==> config.mk <==
export PLATFORM = sky130hd
export DESIGN_NAME = sevenseg_scan_n_flat
export DESIGN_NICKNAME = d
export VERILOG_FILES = /design/src/rtl/sevenseg_scan_n_if.sv /design/src/rtl/sevenseg_scan_n.sv /design/src/flat_wrapper.sv
export SDC_FILE = /design/constraint.sdc
export NUM_CORES = 1
export LEC_CHECK = 0
export ABC_AREA = 1
export CORE_ASPECT_RATIO = 0.7
export CORE_MARGIN = 1.5
export CORE_UTILIZATION = 50
export CTS_CLUSTER_DIAMETER = 120
export DETAILED_ROUTE_END_ITERATION = 10
export PLACE_DENSITY = 0.79
export SLEW_MARGIN = 20
export SYNTH_ARGS = -nofsm -noshare
export SYNTH_HDL_FRONTEND = slang
export SYNTH_SLANG_ARGS = --single-unit
==> constraint.sdc <==
create_clock -name clk -period 4.5 [get_ports clk]
set_input_delay 0.45 -clock clk [delete_from_list [all_inputs] [get_ports clk]]
set_output_delay 0.45 -clock clk [all_outputs]
set_load 0.05 [all_outputs]
==> src/rtl/sevenseg_scan_n_if.sv <==
// Bundle between the datapath side and the seven-segment scanner.
// The master drives digit codes and strobes; the slave returns the
// active-low pin image and the frame marker.
interface sevenseg_scan_n_if #(
   parameter int NDIGITS = 8
);
   logic                   en;
   logic                   load;
   logic [7*NDIGITS-1:0]   d;
   logic [NDIGITS-1:0]     an_n;
   logic [6:0]             segs_n;
   logic                   dp_n;
   logic                   frame_done;

   modport master (
      output en, load, d,
      input  an_n, segs_n, dp_n, frame_done
   );

   modport slave (
      input  en, load, d,
      output an_n, segs_n, dp_n, frame_done
   );
endinterface

==> src/rtl/sevenseg_scan_n.sv <==
// Time-multiplexed driver for an NDIGITS common-anode seven-segment display.
// Codes are double-buffered in a shadow register on a load strobe; a
// divider dwells CLK_DIV cycles on each digit. All pin outputs are
// registered and active-low.
module sevenseg_scan_n #(
   parameter int NDIGITS = 8,
   parameter int CLK_DIV = 100000
) (
   input logic              clk,
   input logic              rst,
   sevenseg_scan_n_if.slave bus
);

   localparam int DIV_W = (CLK_DIV > 1) ? $clog2(CLK_DIV) : 1;
   localparam int IDX_W = (NDIGITS > 1) ? $clog2(NDIGITS) : 1;
   localparam logic [6:0]       BLANK_CODE = 7'b100_0000;
   localparam logic [DIV_W-1:0] DIV_LAST   = DIV_W'(CLK_DIV - 1);
   localparam logic [IDX_W-1:0] IDX_LAST   = IDX_W'(NDIGITS - 1);

   generate
      if (NDIGITS < 1 || NDIGITS > 16 || CLK_DIV < 2) begin : g_bad_params
         $error("sevenseg_scan_n: NDIGITS must be 1..16 and CLK_DIV >= 2");
      end
   endgenerate

   logic [DIV_W-1:0]   div;
   logic [IDX_W-1:0]   idx;
   logic [6:0]         shadow [NDIGITS];

   logic [NDIGITS-1:0] an_q;
   logic [6:0]         segs_q;
   logic               dp_q;
   logic               fd_q;

   logic [6:0]         cur_code;
   logic [6:0]         hex_segs;
   logic [6:0]         seg_on;
   logic               dp_lit;
   logic [NDIGITS-1:0] an_next;
   logic               tick;
   logic               last;

   assign tick = (div == DIV_LAST);
   assign last = (idx == IDX_LAST);

   // Shadow buffer: whole word captured at once so digits never tear.
   // NOTE: the shadow is a small register file, not a RAM, so it is reset
   // to blank; otherwise the first frame after reset would show garbage.
   always_ff @(posedge clk or posedge rst) begin
      if (rst) begin
         for (int i = 0; i < NDIGITS; i++) shadow[i] <= BLANK_CODE;
      end else if (bus.load) begin
         for (int i = 0; i < NDIGITS; i++) shadow[i] <= bus.d[7*i +: 7];
      end
   end

   // Decode the selected digit: blank beats dash beats hex; dp needs no blank.
   // NOTE: every output gets a default first so no path can infer a latch.
   always_comb begin
      cur_code = shadow[idx];
      hex_segs = 7'h00;
      an_next  = '1;
      an_next[idx] = 1'b0;
      case (cur_code[3:0])
         4'h0: hex_segs = 7'h7E;
         4'h1: hex_segs = 7'h30;
         4'h2: hex_segs = 7'h6D;
         4'h3: hex_segs = 7'h79;
         4'h4: hex_segs = 7'h33;
         4'h5: hex_segs = 7'h5B;
         4'h6: hex_segs = 7'h5F;
         4'h7: hex_segs = 7'h70;
         4'h8: hex_segs = 7'h7F;
         4'h9: hex_segs = 7'h73;
         4'hA: hex_segs = 7'h77;
         4'hB: hex_segs = 7'h1F;
         4'hC: hex_segs = 7'h4E;
         4'hD: hex_segs = 7'h3D;
         4'hE: hex_segs = 7'h4F;
         default: hex_segs = 7'h47;
      endcase
      if (cur_code[6])      seg_on = 7'h00;
      else if (cur_code[4]) seg_on = 7'h01;
      else                  seg_on = hex_segs;
      dp_lit = cur_code[5] & ~cur_code[6];
   end

   // Divider, digit index and registered pin image; en=0 parks the scan dark.
   // NOTE: non-blocking assignments so every register samples pre-edge values.
   always_ff @(posedge clk or posedge rst) begin
      if (rst) begin
         div    <= '0;
         idx    <= '0;
         an_q   <= '1;
         segs_q <= 7'h7F;
         dp_q   <= 1'b1;
         fd_q   <= 1'b0;
      end else if (!bus.en) begin
         div    <= '0;
         idx    <= '0;
         an_q   <= '1;
         segs_q <= 7'h7F;
         dp_q   <= 1'b1;
         fd_q   <= 1'b0;
      end else begin
         div    <= tick ? '0 : div + DIV_W'(1);
         if (tick) idx <= last ? '0 : idx + IDX_W'(1);
         fd_q   <= tick & last;
         an_q   <= an_next;
         segs_q <= ~seg_on;
         dp_q   <= ~dp_lit;
      end
   end

   assign bus.an_n       = an_q;
   assign bus.segs_n     = segs_q;
   assign bus.dp_n       = dp_q;
   assign bus.frame_done = fd_q;

endmodule

==> src/flat_wrapper.sv <==
// flat-port wrapper written by rule: the top's interface ports become plain ports
module sevenseg_scan_n_flat 
#(
   parameter int NDIGITS = 8,
   parameter int CLK_DIV = 100000
)
  (clk, rst, bus_en, bus_load, bus_d, bus_an_n, bus_segs_n, bus_dp_n, bus_frame_done);
  sevenseg_scan_n_if #(.NDIGITS(NDIGITS)) bus_i ();
  input logic clk;
  input logic rst;
  input wire logic [$bits(bus_i.en)-1:0] bus_en;
  input wire logic [$bits(bus_i.load)-1:0] bus_load;
  input wire logic [$bits(bus_i.d)-1:0] bus_d;
  output wire logic [$bits(bus_i.an_n)-1:0] bus_an_n;
  output wire logic [$bits(bus_i.segs_n)-1:0] bus_segs_n;
  output wire logic [$bits(bus_i.dp_n)-1:0] bus_dp_n;
  output wire logic [$bits(bus_i.frame_done)-1:0] bus_frame_done;
  assign bus_i.en = bus_en;
  assign bus_i.load = bus_load;
  assign bus_i.d = bus_d;
  assign bus_an_n = bus_i.an_n;
  assign bus_segs_n = bus_i.segs_n;
  assign bus_dp_n = bus_i.dp_n;
  assign bus_frame_done = bus_i.frame_done;
  sevenseg_scan_n #(.NDIGITS(NDIGITS), .CLK_DIV(CLK_DIV)) u_core (.clk(clk), .rst(rst), .bus(bus_i));
endmodule
==> flow_summary.toml <==
[sta]
max_freq_ghz = 0.442
max_slew_margin_pct = 38.2
setup-tns-final_ps = 0
setup_viol = 0
worst_slew_pin_slew_ps = 927
hold_violations = 0
min_period_over_period_pct = 50.2
fin_skew_ps = 7.39
min_period_ps = 2260
rsz0062_at_grt = "false"
drv_slew = 0

[clocking]
ctsHoldBuffers = 0
cts.repair.resized = 0
path_clk_slew_ps = 60
cts_tree = "done"
h-tree-depth = 3
cts-root-buf = "clkbuf_16"
clkLatencyLatePin_ps = 340
cts_setup_buffers = 0
clockBufferDepth = 2
cts-buffers-inserted = 9
clock-sinks = 93

[worst_setup_path]
rr_startpoint = "u_core.idx[0]$_DFFE_PP0P_"
critical_path.max_fanout = 36
r2r_slack_ps = 2240
r2r-end = "u_core.bus.segs_n[1]$_DFF_PP1_"
crit_arrival_ps = 2520
reg2reg_depth = 12
setup.worst_path.start_class = "register"
end_kind = "register"
worstPathRequired_ps = 4760
path_class = "reg -> reg"

[worst_hold_path]
hold_path_end = "u_core.shadow[20]$_DFFE_PP1P_"
hold_path_class = "reg -> reg"
min_path_cells = 2
hold_start = "u_core.shadow[20]$_DFFE_PP1P_"

[global_route]
grt_max_degree = 66
grt_overflow = 0
antenna_found_initial = 0
first_global_vias = 3524
grt_usage_pct = 24.7
grt_pass1_wl_mm = 17.8

[yosys]
syn_avg_cell_area_um2 = 8.89
syn-instance-count = 502
synthAdderAreaFrac_pct = 2.24
synth_seq_area_share_pct = 52.8
yosys.area_share.xor_xnor_pct = 0.981
synth_compound_area_share_pct = 8.02
yosysUniqueCellTypes = 33
synth_fp_nets = 570
muxShareOfSynthArea_pct = 6.81
yosys_warnings = 0
synthSimpleGateAreaFrac_pct = 21.9
synth_top_family_by_area = "simple AND/OR/NAND/NOR gates"
ys_ff_latch = 93
synthesis.area_mm2 = 0.00446

[drt]
avgViaCountPerCell = 5.32
drt-total-wl_mm = 10.9
postRouteAntennaNets = 0
drt_pass1_iterations = 5
route.vias.total = 3725
wl_per_cell_um = 15.5
drtIter0Drc = 344
post-route-drc-count = 0

[pwr]
cellPowerDensity_mw_per_mm2 = 393
cell_internal_pwr_mw = 1.54
swShare_pct = 29.9
ir_worst_vdd_mv = 0.214
leakagePower_nw = 2.48
pwr-share-seq_pct = 43.8
comb_power_share_pct = 22.2
power.total_mw = 2.20
p_switching_mw = 0.657
clkPwrFrac_pct = 34.0

[placement]
dp.cells = 684
gp_congestion = 0.933
hpwl_mm = 7.76
portBuffers = 76

[finish]
mostFrequentLayoutCells = "126 x nand2_1, 75 x clkdlybuf4s50_1, 69 x dfrtp_1, 56 x inv_1, 43 x o21ai_0"
syn2layout_area_growth_pct = 25.3
final_cells = 700
drive_above_1_share_pct = 14.0
layout.cells.most_common = "nand2_1"
fin_util_pct = 65.4
nets = 643
diodes = 0

[run]
cap_violations = 0

[outcome]
status = "finished, final reports clean"

[floorplan]
die_w_um = 116
die-area_mm2 = 0.00951
core-area_mm2 = 0.00855
pin_count = 77
initial_utilization_pct = 52.2
num_rows = 28
die_y_um = 82.1
==> cell type report <==
cell class	instances	area, um^2
fillers	730	2960
flip-flops and latches	93	2360
multi-input cells	332	1790
repair buffers	79	778
clock buffers	11	233
inverters	60	228
well taps	120	150
clock inverters	5	60.1
==> stage by stage <==
stage	area [um^2]	setup WS, ps	hold slack (ps)
final	5590	2240	505
after global routing	5590	2020	525
after CTS	5590	2270	503
after detailed placement	5300	2310	471
after global placement	5300	2400	453
after floorplan	4460	1670	431
==> worst max-delay path, cell delays in order, from the launching register on <==
cell	delay, ps
dfrtp_1	360
buf_4	240
inv_2	300
nor2_1	140
nand2_1	90
nand3_1	100
nor2_2	210
inv_1	120
ha_1	230
nand2_1	130
o21ai_0	110
nand2_1	70
nand3_1	70
==> cells in the mapped netlist <==
library cell / count / area, um^2
a211oi_1: 1 / 7.51
a21oi_1: 9 / 45.0
and3_1: 1 / 6.26
buf_1: 2 / 7.51
buf_2: 5 / 25.0
buf_4: 1 / 7.51
buf_6: 3 / 33.8
clkbuf_1: 6 / 22.5
clkinv_1: 1 / 3.75
dfrtp_1: 69 / 1730
dfstp_2: 24 / 631
ha_1: 8 / 100
inv_1: 57 / 214
inv_2: 2 / 7.51
mux2_2: 27 / 304
nand2_1: 126 / 473
nand2_4: 1 / 11.3
nand3_1: 35 / 175
nand3_2: 1 / 10.0
nand4_1: 9 / 56.3
nor2_1: 37 / 139
nor2_2: 5 / 31.3
nor2_4: 1 / 11.3
nor3_1: 7 / 35.0
nor3_2: 1 / 10.0
nor3b_1: 2 / 15.0
o211ai_1: 10 / 75.1
o21a_1: 1 / 7.51
o21ai_0: 43 / 215
o21bai_1: 1 / 7.51
or2_1: 1 / 6.26
xnor2_1: 1 / 8.76
xor2_1: 4 / 35.0
==> cells by family (layout without fill, tap and decap cells) <==
family / count (synthesis) / in the layout
AOI/OAI and AO/OA: 65 / 65
xor gates and xnor gates: 5 / 5
adders and majority gates: 8 / 8
buffers and inverters: 77 / 155
DFF: 93 / 93
muxes: 27 / 27
and+or+nand+nor: 227 / 227
==> per-layer routing <==
metal	GRT usage, %	part of all wire, %	up-vias
met3	5.54	7.9	10
met2	37.5	45	170
li1	-	-	1768
met5	0	0	-
met4	7.56	0.96	0
met1	35.7	46	1777
==> sequential cells by signal, summed over array words and instances, names as in the netlist <==
name and count:
u_core.div 17, u_core.idx 3, u_core.shadow 56, u_core.bus.an_n 8, u_core.bus.frame_done 1, u_core.bus.segs_n 7, u_core.bus.dp_n 1
==> power groups by stage <==
stage	clock, mW	sequential (mW)	combinational (mW)
after floorplan	0	1.03	0.262
after global placement	0	0.973	0.466
after detailed placement	0	0.975	0.481
after CTS	0.758	0.961	0.486
after global routing	0.792	0.969	0.542
final	0.746	0.963	0.489
==> worst max path at each step <==
| stage | from | endpoint | slack (ps) | cells past startpoint |
|---|---|---|---|---|
| detailed placement | u_core.idx[0]$_DFFE_PP0P_ | u_core.bus.segs_n[1]$_DFF_PP1_ | 2310 | 12 |
| global route | u_core.idx[0]$_DFFE_PP0P_ | u_core.bus.segs_n[1]$_DFF_PP1_ | 2020 | 12 |
| global placement | bus_en | u_core.idx[0]$_DFFE_PP0P_ | 2400 | 5 |
| floorplan | rst | u_core.bus.frame_done$_DFF_PP0_ | 1670 | 1 |
| CTS | u_core.idx[0]$_DFFE_PP0P_ | u_core.bus.segs_n[1]$_DFF_PP1_ | 2270 | 12 |
| finish | u_core.idx[0]$_DFFE_PP0P_ | u_core.bus.segs_n[1]$_DFF_PP1_ | 2240 | 12 |
No activity file was read; power rests on OpenSTA's default activity.
